===== config.mk =====
export PLATFORM = sky130hd
export DESIGN_NAME = muldiv_unit_flat
export DESIGN_NICKNAME = d
export VERILOG_FILES = /design/src/rtl/muldiv_pkg.sv /design/src/rtl/muldiv_if.sv /design/src/rtl/muldiv_step.sv /design/src/rtl/muldiv_unit.sv /design/src/flat_wrapper.sv
export SDC_FILE = /design/constraint.sdc
export NUM_CORES = 1
export LEC_CHECK = 0
export CORE_MARGIN = 2
export CORE_UTILIZATION = 60
export DETAILED_ROUTE_END_ITERATION = 6
export PLACE_DENSITY_LB_ADDON = 0.15
export SYNTH_ARGS = -nofsm -noshare
export SYNTH_HDL_FRONTEND = slang
export SYNTH_HIERARCHICAL = 1
export SYNTH_SLANG_ARGS = --single-unit

===== constraint.sdc =====
create_clock -name clk -period 13.8 [get_ports clk]
set_clock_uncertainty 0.1 [all_clocks]
set_input_delay 1.38 -clock clk [delete_from_list [all_inputs] [get_ports clk]]
set_output_delay 1.38 -clock clk [all_outputs]
set_load 0.02 [all_outputs]

===== src/rtl/muldiv_pkg.sv =====
// muldiv_pkg: shared constants and types for the iterative multiply/divide unit.
package muldiv_pkg;

  localparam int DATA_W = 32;
  localparam int ITER_N = 32;

  localparam logic [1:0] MD_MULT  = 2'b00;
  localparam logic [1:0] MD_MULTU = 2'b01;
  localparam logic [1:0] MD_DIV   = 2'b10;
  localparam logic [1:0] MD_DIVU  = 2'b11;

  typedef enum logic [1:0] {
    IDLE = 2'd0,
    RUN  = 2'd1,
    FIX  = 2'd2
  } md_state_e;

endpackage


===== src/rtl/muldiv_if.sv =====
// muldiv_if: operation launch, MTHI/MTLO writes and HI/LO/status return path.
interface muldiv_if;
  import muldiv_pkg::*;

  logic              start;
  logic [1:0]        op;
  logic [DATA_W-1:0] a;
  logic [DATA_W-1:0] b;
  logic              hi_we;
  logic              lo_we;
  logic [DATA_W-1:0] wdata;
  logic              busy;
  logic              done;
  logic [DATA_W-1:0] hi;
  logic [DATA_W-1:0] lo;

  modport master (
    output start, op, a, b, hi_we, lo_we, wdata,
    input  busy, done, hi, lo
  );

  modport slave (
    input  start, op, a, b, hi_we, lo_we, wdata,
    output busy, done, hi, lo
  );

endinterface


===== src/rtl/muldiv_step.sv =====
// muldiv_step: one radix-2 iteration over the {acc_hi, acc_lo} accumulator.
// Multiply: acc_lo holds the remaining multiplier bits; add-then-shift-right.
// Divide: acc_lo holds dividend bits shifting out as quotient bits shift in;
// acc_hi is the partial remainder (restoring subtract).
module muldiv_step
  import muldiv_pkg::*;
(
  input  logic              is_div,
  input  logic [DATA_W-1:0] acc_hi,
  input  logic [DATA_W-1:0] acc_lo,
  input  logic [DATA_W-1:0] opnd,
  output logic [DATA_W-1:0] nxt_hi,
  output logic [DATA_W-1:0] nxt_lo
);

  logic [DATA_W:0]   add_sum;
  logic [DATA_W:0]   shl_rem;
  logic [DATA_W-1:0] sub_lo;
  logic              rem_ge;

  // Single iteration: shift-add for multiply, shift-subtract-compare for divide
  always_comb begin
    add_sum = {1'b0, acc_hi} + {1'b0, opnd};
    shl_rem = {acc_hi, acc_lo[DATA_W-1]};
    rem_ge  = (shl_rem >= {1'b0, opnd});
    // The remainder stays below the divisor, so the low word of the difference is exact
    sub_lo  = shl_rem[DATA_W-1:0] - opnd;
    nxt_hi  = acc_hi;
    nxt_lo  = acc_lo;
    if (is_div) begin
      nxt_hi = rem_ge ? sub_lo : shl_rem[DATA_W-1:0];
      nxt_lo = {acc_lo[DATA_W-2:0], rem_ge};
    end else if (acc_lo[0]) begin
      {nxt_hi, nxt_lo} = {add_sum, acc_lo[DATA_W-1:1]};
    end else begin
      {nxt_hi, nxt_lo} = {1'b0, acc_hi, acc_lo[DATA_W-1:1]};
    end
  end

endmodule


===== src/rtl/muldiv_unit.sv =====
// muldiv_unit: iterative MULT/MULTU/DIV/DIVU with architectural HI/LO.
// Operands are reduced to magnitudes at launch; signs are re-applied in FIX.
// Optional build macro MULDIV_FAST_MUL_EN: multiplies use a single-cycle
// 64-bit product and skip the RUN state.
module muldiv_unit
  import muldiv_pkg::*;
(
  input logic      clk,
  input logic      rstn,
  muldiv_if.slave  bus
);

  md_state_e         state;
  logic [4:0]        cnt;
  logic              is_div;
  logic              neg_q;
  logic              neg_r;
  logic              div_zero;
  logic [DATA_W-1:0] acc_hi;
  logic [DATA_W-1:0] acc_lo;
  logic [DATA_W-1:0] opnd;
  logic [DATA_W-1:0] hi_q;
  logic [DATA_W-1:0] lo_q;
  logic              done_q;

  logic              sgn_op;
  logic [DATA_W-1:0] mag_a;
  logic [DATA_W-1:0] mag_b;
  logic [DATA_W-1:0] step_hi;
  logic [DATA_W-1:0] step_lo;

  function automatic logic [DATA_W-1:0] cond_neg(input logic [DATA_W-1:0] v, input logic s);
    logic signed [DATA_W-1:0] sv;
    sv = $signed(v);
    return s ? $unsigned(-sv) : v;
  endfunction

  function automatic logic [2*DATA_W-1:0] cond_neg64(input logic [2*DATA_W-1:0] v, input logic s);
    logic signed [2*DATA_W-1:0] sv;
    sv = $signed(v);
    return s ? $unsigned(-sv) : v;
  endfunction

  assign sgn_op = ~bus.op[0];
  assign mag_a  = cond_neg(bus.a, sgn_op & bus.a[DATA_W-1]);
  assign mag_b  = cond_neg(bus.b, sgn_op & bus.b[DATA_W-1]);

  muldiv_step u_step (
    .is_div (is_div),
    .acc_hi (acc_hi),
    .acc_lo (acc_lo),
    .opnd   (opnd),
    .nxt_hi (step_hi),
    .nxt_lo (step_lo)
  );

  // Control FSM, iteration datapath and HI/LO architectural registers
  always_ff @(posedge clk) begin
    if (!rstn) begin
      state  <= IDLE;
      cnt    <= '0;
      hi_q   <= '0;
      lo_q   <= '0;
      done_q <= 1'b0;
    end else begin
      done_q <= 1'b0;
      unique case (state)
        IDLE: begin
          if (bus.hi_we) hi_q <= bus.wdata;
          if (bus.lo_we) lo_q <= bus.wdata;
          if (bus.start) begin
            cnt      <= '0;
            is_div   <= bus.op[1];
            neg_q    <= sgn_op & (bus.a[DATA_W-1] ^ bus.b[DATA_W-1]);
            neg_r    <= sgn_op & bus.a[DATA_W-1];
            div_zero <= bus.op[1] & (bus.b == '0);
            acc_hi   <= '0;
            acc_lo   <= bus.op[1] ? mag_a : mag_b;
            opnd     <= bus.op[1] ? mag_b : mag_a;
            state    <= RUN;
`ifdef MULDIV_FAST_MUL_EN
            if (!bus.op[1]) begin
              {acc_hi, acc_lo} <= {{DATA_W{1'b0}}, mag_a} * {{DATA_W{1'b0}}, mag_b};
              state            <= FIX;
            end
`endif
          end
        end
        RUN: begin
          acc_hi <= step_hi;
          acc_lo <= step_lo;
          cnt    <= cnt + 5'd1;
          if (cnt == 5'(ITER_N - 1)) state <= FIX;
        end
        FIX: begin
          // Divide-by-zero leaves acc_hi = |a|, so the signed remainder path yields a
          if (is_div) begin
            lo_q <= div_zero ? '1 : cond_neg(acc_lo, neg_q);
            hi_q <= cond_neg(acc_hi, neg_r);
          end else begin
            {hi_q, lo_q} <= cond_neg64({acc_hi, acc_lo}, neg_q);
          end
          done_q <= 1'b1;
          state  <= IDLE;
        end
        default: state <= IDLE;
      endcase
    end
  end

  assign bus.busy = (state != IDLE);
  assign bus.done = done_q;
  assign bus.hi   = hi_q;
  assign bus.lo   = lo_q;

endmodule

===== src/flat_wrapper.sv =====
// flat-port wrapper written by rule: the top's interface ports become plain ports
module muldiv_unit_flat import muldiv_pkg::*;
  (clk, rstn, bus_start, bus_op, bus_a, bus_b, bus_hi_we, bus_lo_we, bus_wdata, bus_busy, bus_done, bus_hi, bus_lo);
  muldiv_if bus_i ();
  input logic clk;
  input logic rstn;
  input wire logic [$bits(bus_i.start)-1:0] bus_start;
  input wire logic [$bits(bus_i.op)-1:0] bus_op;
  input wire logic [$bits(bus_i.a)-1:0] bus_a;
  input wire logic [$bits(bus_i.b)-1:0] bus_b;
  input wire logic [$bits(bus_i.hi_we)-1:0] bus_hi_we;
  input wire logic [$bits(bus_i.lo_we)-1:0] bus_lo_we;
  input wire logic [$bits(bus_i.wdata)-1:0] bus_wdata;
  output wire logic [$bits(bus_i.busy)-1:0] bus_busy;
  output wire logic [$bits(bus_i.done)-1:0] bus_done;
  output wire logic [$bits(bus_i.hi)-1:0] bus_hi;
  output wire logic [$bits(bus_i.lo)-1:0] bus_lo;
  assign bus_i.start = bus_start;
  assign bus_i.op = bus_op;
  assign bus_i.a = bus_a;
  assign bus_i.b = bus_b;
  assign bus_i.hi_we = bus_hi_we;
  assign bus_i.lo_we = bus_lo_we;
  assign bus_i.wdata = bus_wdata;
  assign bus_busy = bus_i.busy;
  assign bus_done = bus_i.done;
  assign bus_hi = bus_i.hi;
  assign bus_lo = bus_i.lo;
  muldiv_unit u_core (.clk(clk), .rstn(rstn), .bus(bus_i));
endmodule

==> summary.md <==
| Metric | Value |
|---|---|
| GRT overflow | 0 |
| First-pass DRT Iterations | 7 |
| WHS Path Cells | 2 |
| Drt wl/cell | 24.3 µm |
| Area Overhead vs Synth | 15.5% |
| Setup crit start | u_core/acc_hi[7]$_SDFFCE_PN0P_ |
| Synth Net Count | 2128 |
| CTS Hold Bufs | 0 |
| Final Hold Viols | 0 |
| Vias per inst | 7.04 |
| Post-CTS setup buffer count | 0 |
| Core area | ~0.026 mm² |
| Reg power frac | between 30% and 40% |
| Maximum clock rate | between 200 and 250 MHz |
| Fin util | 70.0% |
| Setup violators final | 0 |
| Max-cap violation count | 0 |
| Die width | 166 µm |
| R2r worst-path depth | 11 |
| Synthesized area | between 0.015 and 0.02 mm² |
| Total Wirelength | 58.3 mm |
| HP Class | reg -> reg |
| IO buf count | between 150 and 200 |
| WP data required | 13900 ps |
| CTS tree | built |
| # H-tree levels | 4 |
| Number of global-route vias before repair | 15.4k |
| Share of cells above drive strength 1 | 5.87% |
| Register Area | around 0.0044 mm² |
| Clock slew at reported path FFs | 80 ps |
| RSZ-0062 raised after global routing | no |
| Clk_lat worst skew | approximately 440 ps |
| Starting density of the core | 60.7% |
| Iteration-0 DRC count of the detailed router | around 2.6k |
| First-pass GRT wire length | about 90 mm |
| Worst VDD drop | 0.0724 mV |
| Arrival @ worst endpoint | ~4500 ps |
| Placed cell count | 2363 |
| Non-Filler Instances | 2395 |
| Largest fanout on the critical path | 21 |
| Sw frac | 39.1% |
| Post-cts resize count | 0 |
| Ys flop type | edfxtp_1 |
| Number of remaining DRC errors | 31 |
| Hpwl dp | 43.8 mm |
| Worst relative slew slack | 17.4% |
| Number of synthesized flops with an enable pin | 100 |
| NumNets Final | 2222 |
| Slew Viols, Final | 0 |
| Leak Pwr | 6.79 nW |
| Cell variety after synth | 92 |
| Gpl congestion | 0.984 |
| Post-route minimum period | 4370 ps |
| R2r startpoint | u_core/acc_hi[7]$_SDFFCE_PN0P_ |
| Int Power | 1.10 mW |
| # IOs | 169 |
| Setup TNS | 0 ps |
| Status | finished, violations left |
| Number of routed nets with antenna violations | 0 |
| # clock sinks | 172 |
| Die area | between 0.02 and 0.03 mm² |
| Worst setup path class | reg -> reg |
| Syn avg cell area | 8.05 µm² |
| Cts bufs inserted | 17 |
| Clock Power Share | 27.8% |
| YS warnings | 6 |
| Root buf cell | clkbuf_16 |
| Largest net degree at the start of global routing | 69 |
| Critical path launch point type | register |
| RR Endpoint | u_core/acc_hi[27]$_SDFFCE_PN0P_ |
| Via count | 16.9k |
| R2R setup slack | 9430 ps |
| FILL cells | between 2k and 2.5k |
| Rows | 59 |
| Pwr dens | a little under 100 mW/mm² |
| Antenna violations before repair | 0 |
| CP Capture Type | register |
| Sequential fraction of the synthesis area | between 20% and 30% |
| Violated checks | DRC |
| Async SR Flop Fraction | 0% |
| Multi-input gate area | 0.0106 mm² |
| Tcrit/Tclk final | between 30% and 40% |
| Worst setup path end | u_core/acc_hi[27]$_SDFFCE_PN0P_ |
| Slew of the pin with the lowest slew margin | 1240 ps |
| Combinational power share | roughly a third |
| Chip height | 166 µm |
| GRT Total Usage | 41.0% |
| Post-Syn Instances | 1953 |
| Ant. Diodes | 0 |
| NetSw | 0.705 mW |
| Clk buf depth | 2 |
| Synth Register Bits | 172 |
-- registers in the layout (all words and copies together) (netlist names) --
| register | count |
|---|---|
| u_core/div_zero | 1 |
| u_core/cnt | 5 |
| u_core/neg_r | 1 |
| u_core/bus.hi | 32 |
| u_core/acc_hi | 32 |
| u_core/opnd | 32 |
| u_core/bus.lo | 32 |
| u_core/is_div | 1 |
| u_core/acc_lo | 32 |
| u_core/neg_q | 1 |
| u_core/state | 2 |
| u_core/bus.done | 1 |
-- layout make-up --
class / count / share of cell area [%]
clock buffer: 17 / 2.34
clock inverter: 15 / 1.01
inverter: 68 / 1.41
multi-input combinational: 1603 / 58.5
sequential: 172 / 24.5
tap: 335 / 2.31
timing repair buffer: 185 / 9.94
-- synth_stat cells (7+ instances only) --
master    number  area share, %
or4_1         14           0.67
edfxtp_1     100             19
o21bai_1       7           0.33
clkbuf_1      97            2.3
mux2i_1       38            2.4
nor2_1       157            3.7
a221oi_1      21            1.2
and3_1        28            1.1
inv_1         63            1.5
nand2_1      189            4.5
dfxtp_1       72            9.2
o22ai_1       11           0.44
a211oi_1      34            1.6
a311oi_1       7           0.39
xor2_1        59            3.3
a21boi_0       9           0.43
a21o_1        43            2.1
mux2_2        39            2.8
a31oi_1       50            2.0
nor4_1        34            1.4
nand4_1       17           0.68
o21ai_0       98            3.1
o211ai_1      13           0.62
o31ai_1       24            1.1
a22oi_1       11           0.53
o21a_1        14           0.67
buf_1          7           0.17
and2_1        41            1.6
nand3_1       44            1.4
xnor2_1       88            4.9
nor2b_1       25            1.0
nand2b_1      13           0.52
o41ai_1       14           0.78
o21ai_1       10           0.32
o221ai_1      30            1.7
a21oi_1      160            5.1
ha_1          70            5.6
nor3_1        59            1.9
or3_1         27            1.1
-- worst min-delay path by stage --
stage	slack, ps	end	start
detailed placement	350	u_core/bus.lo[29]$_SDFFE_PN0P_	u_core/bus.lo[29]$_SDFFE_PN0P_
finish	360	u_core/bus.lo[10]$_SDFFE_PN0P_	u_core/bus.lo[10]$_SDFFE_PN0P_
global route	380	u_core/bus.lo[29]$_SDFFE_PN0P_	u_core/bus.lo[29]$_SDFFE_PN0P_
global placement	340	u_core/bus.lo[17]$_SDFFE_PN0P_	u_core/bus.lo[17]$_SDFFE_PN0P_
CTS	360	u_core/bus.lo[29]$_SDFFE_PN0P_	u_core/bus.lo[29]$_SDFFE_PN0P_
floorplan	370	u_core/cnt[4]$_SDFFE_PN0P_	u_core/cnt[4]$_SDFFE_PN0P_
-- routing by layer --
layer / vias up / wire (µm) / global-route usage [%]
met1: 7845 / 22900 / 55.2
met5: - / 0 / 0
li1: 7555 / - / -
met4: 0 / 2820 / 18.3
met2: 1266 / 25600 / 63.9
met3: 197 / 6940 / 8.53
-- stage by stage --
step / worst slack, ps / hold WS (ps) / area, µm² / total power [mW]
after detailed placement: 9290 / 346 / 17500 / 1.28
after CTS: 9630 / 357 / 18100 / 1.78
after floorplan: 8330 / 372 / 15700 / 1.06
final: 9430 / 356 / 18100 / 1.80
after global routing: 9310 / 375 / 18100 / 1.87
after global placement: 9320 / 343 / 17500 / 1.27
-- critical path, cell delays in order (launching register included) --
cell,delay (ps)
edfxtp_1,630
ha_1,520
nand4_1,170
nor2_1,140
o31ai_1,120
a21oi_1,360
o2111ai_2,270
nand3_2,280
nand2_1,660
a2111oi_0,640
nor3_1,90
and2_1,150
-- cells by family after synthesis --
family                     synth area share [%]
DFF                                        28.3
AOI/OAI and AO/OA                          26.1
xor gates and xnor gates                   8.19
and+or+nand+nor                            22.0
adders and majority gates                  5.83
buffers and inverters                      4.35
muxes                                      5.21
-- cells in the final DEF, fill, tap and decap left out, drive strengths merged, types with 45 or more instances in the layout --
cell type      instances
o21ai                109
xor2                  59
nor2                 158
nand3                 45
nand2                189
a31oi                 50
a21oi                160
xnor2                 88
clkdlybuf4s50        167
ha                    70
dfxtp                 72
inv                   74
nor3                  59
edfxtp               100
-- power by group through the flow --
stage	Combinational, mW	Clock (mW)	Sequential [mW]
floorplan	0.404	0	0.658
global placement	0.598	0	0.671
detailed placement	0.610	0	0.672
CTS	0.616	0.503	0.661
global route	0.683	0.524	0.668
finish	0.637	0.502	0.666
(Power assumes the default switching activity.)
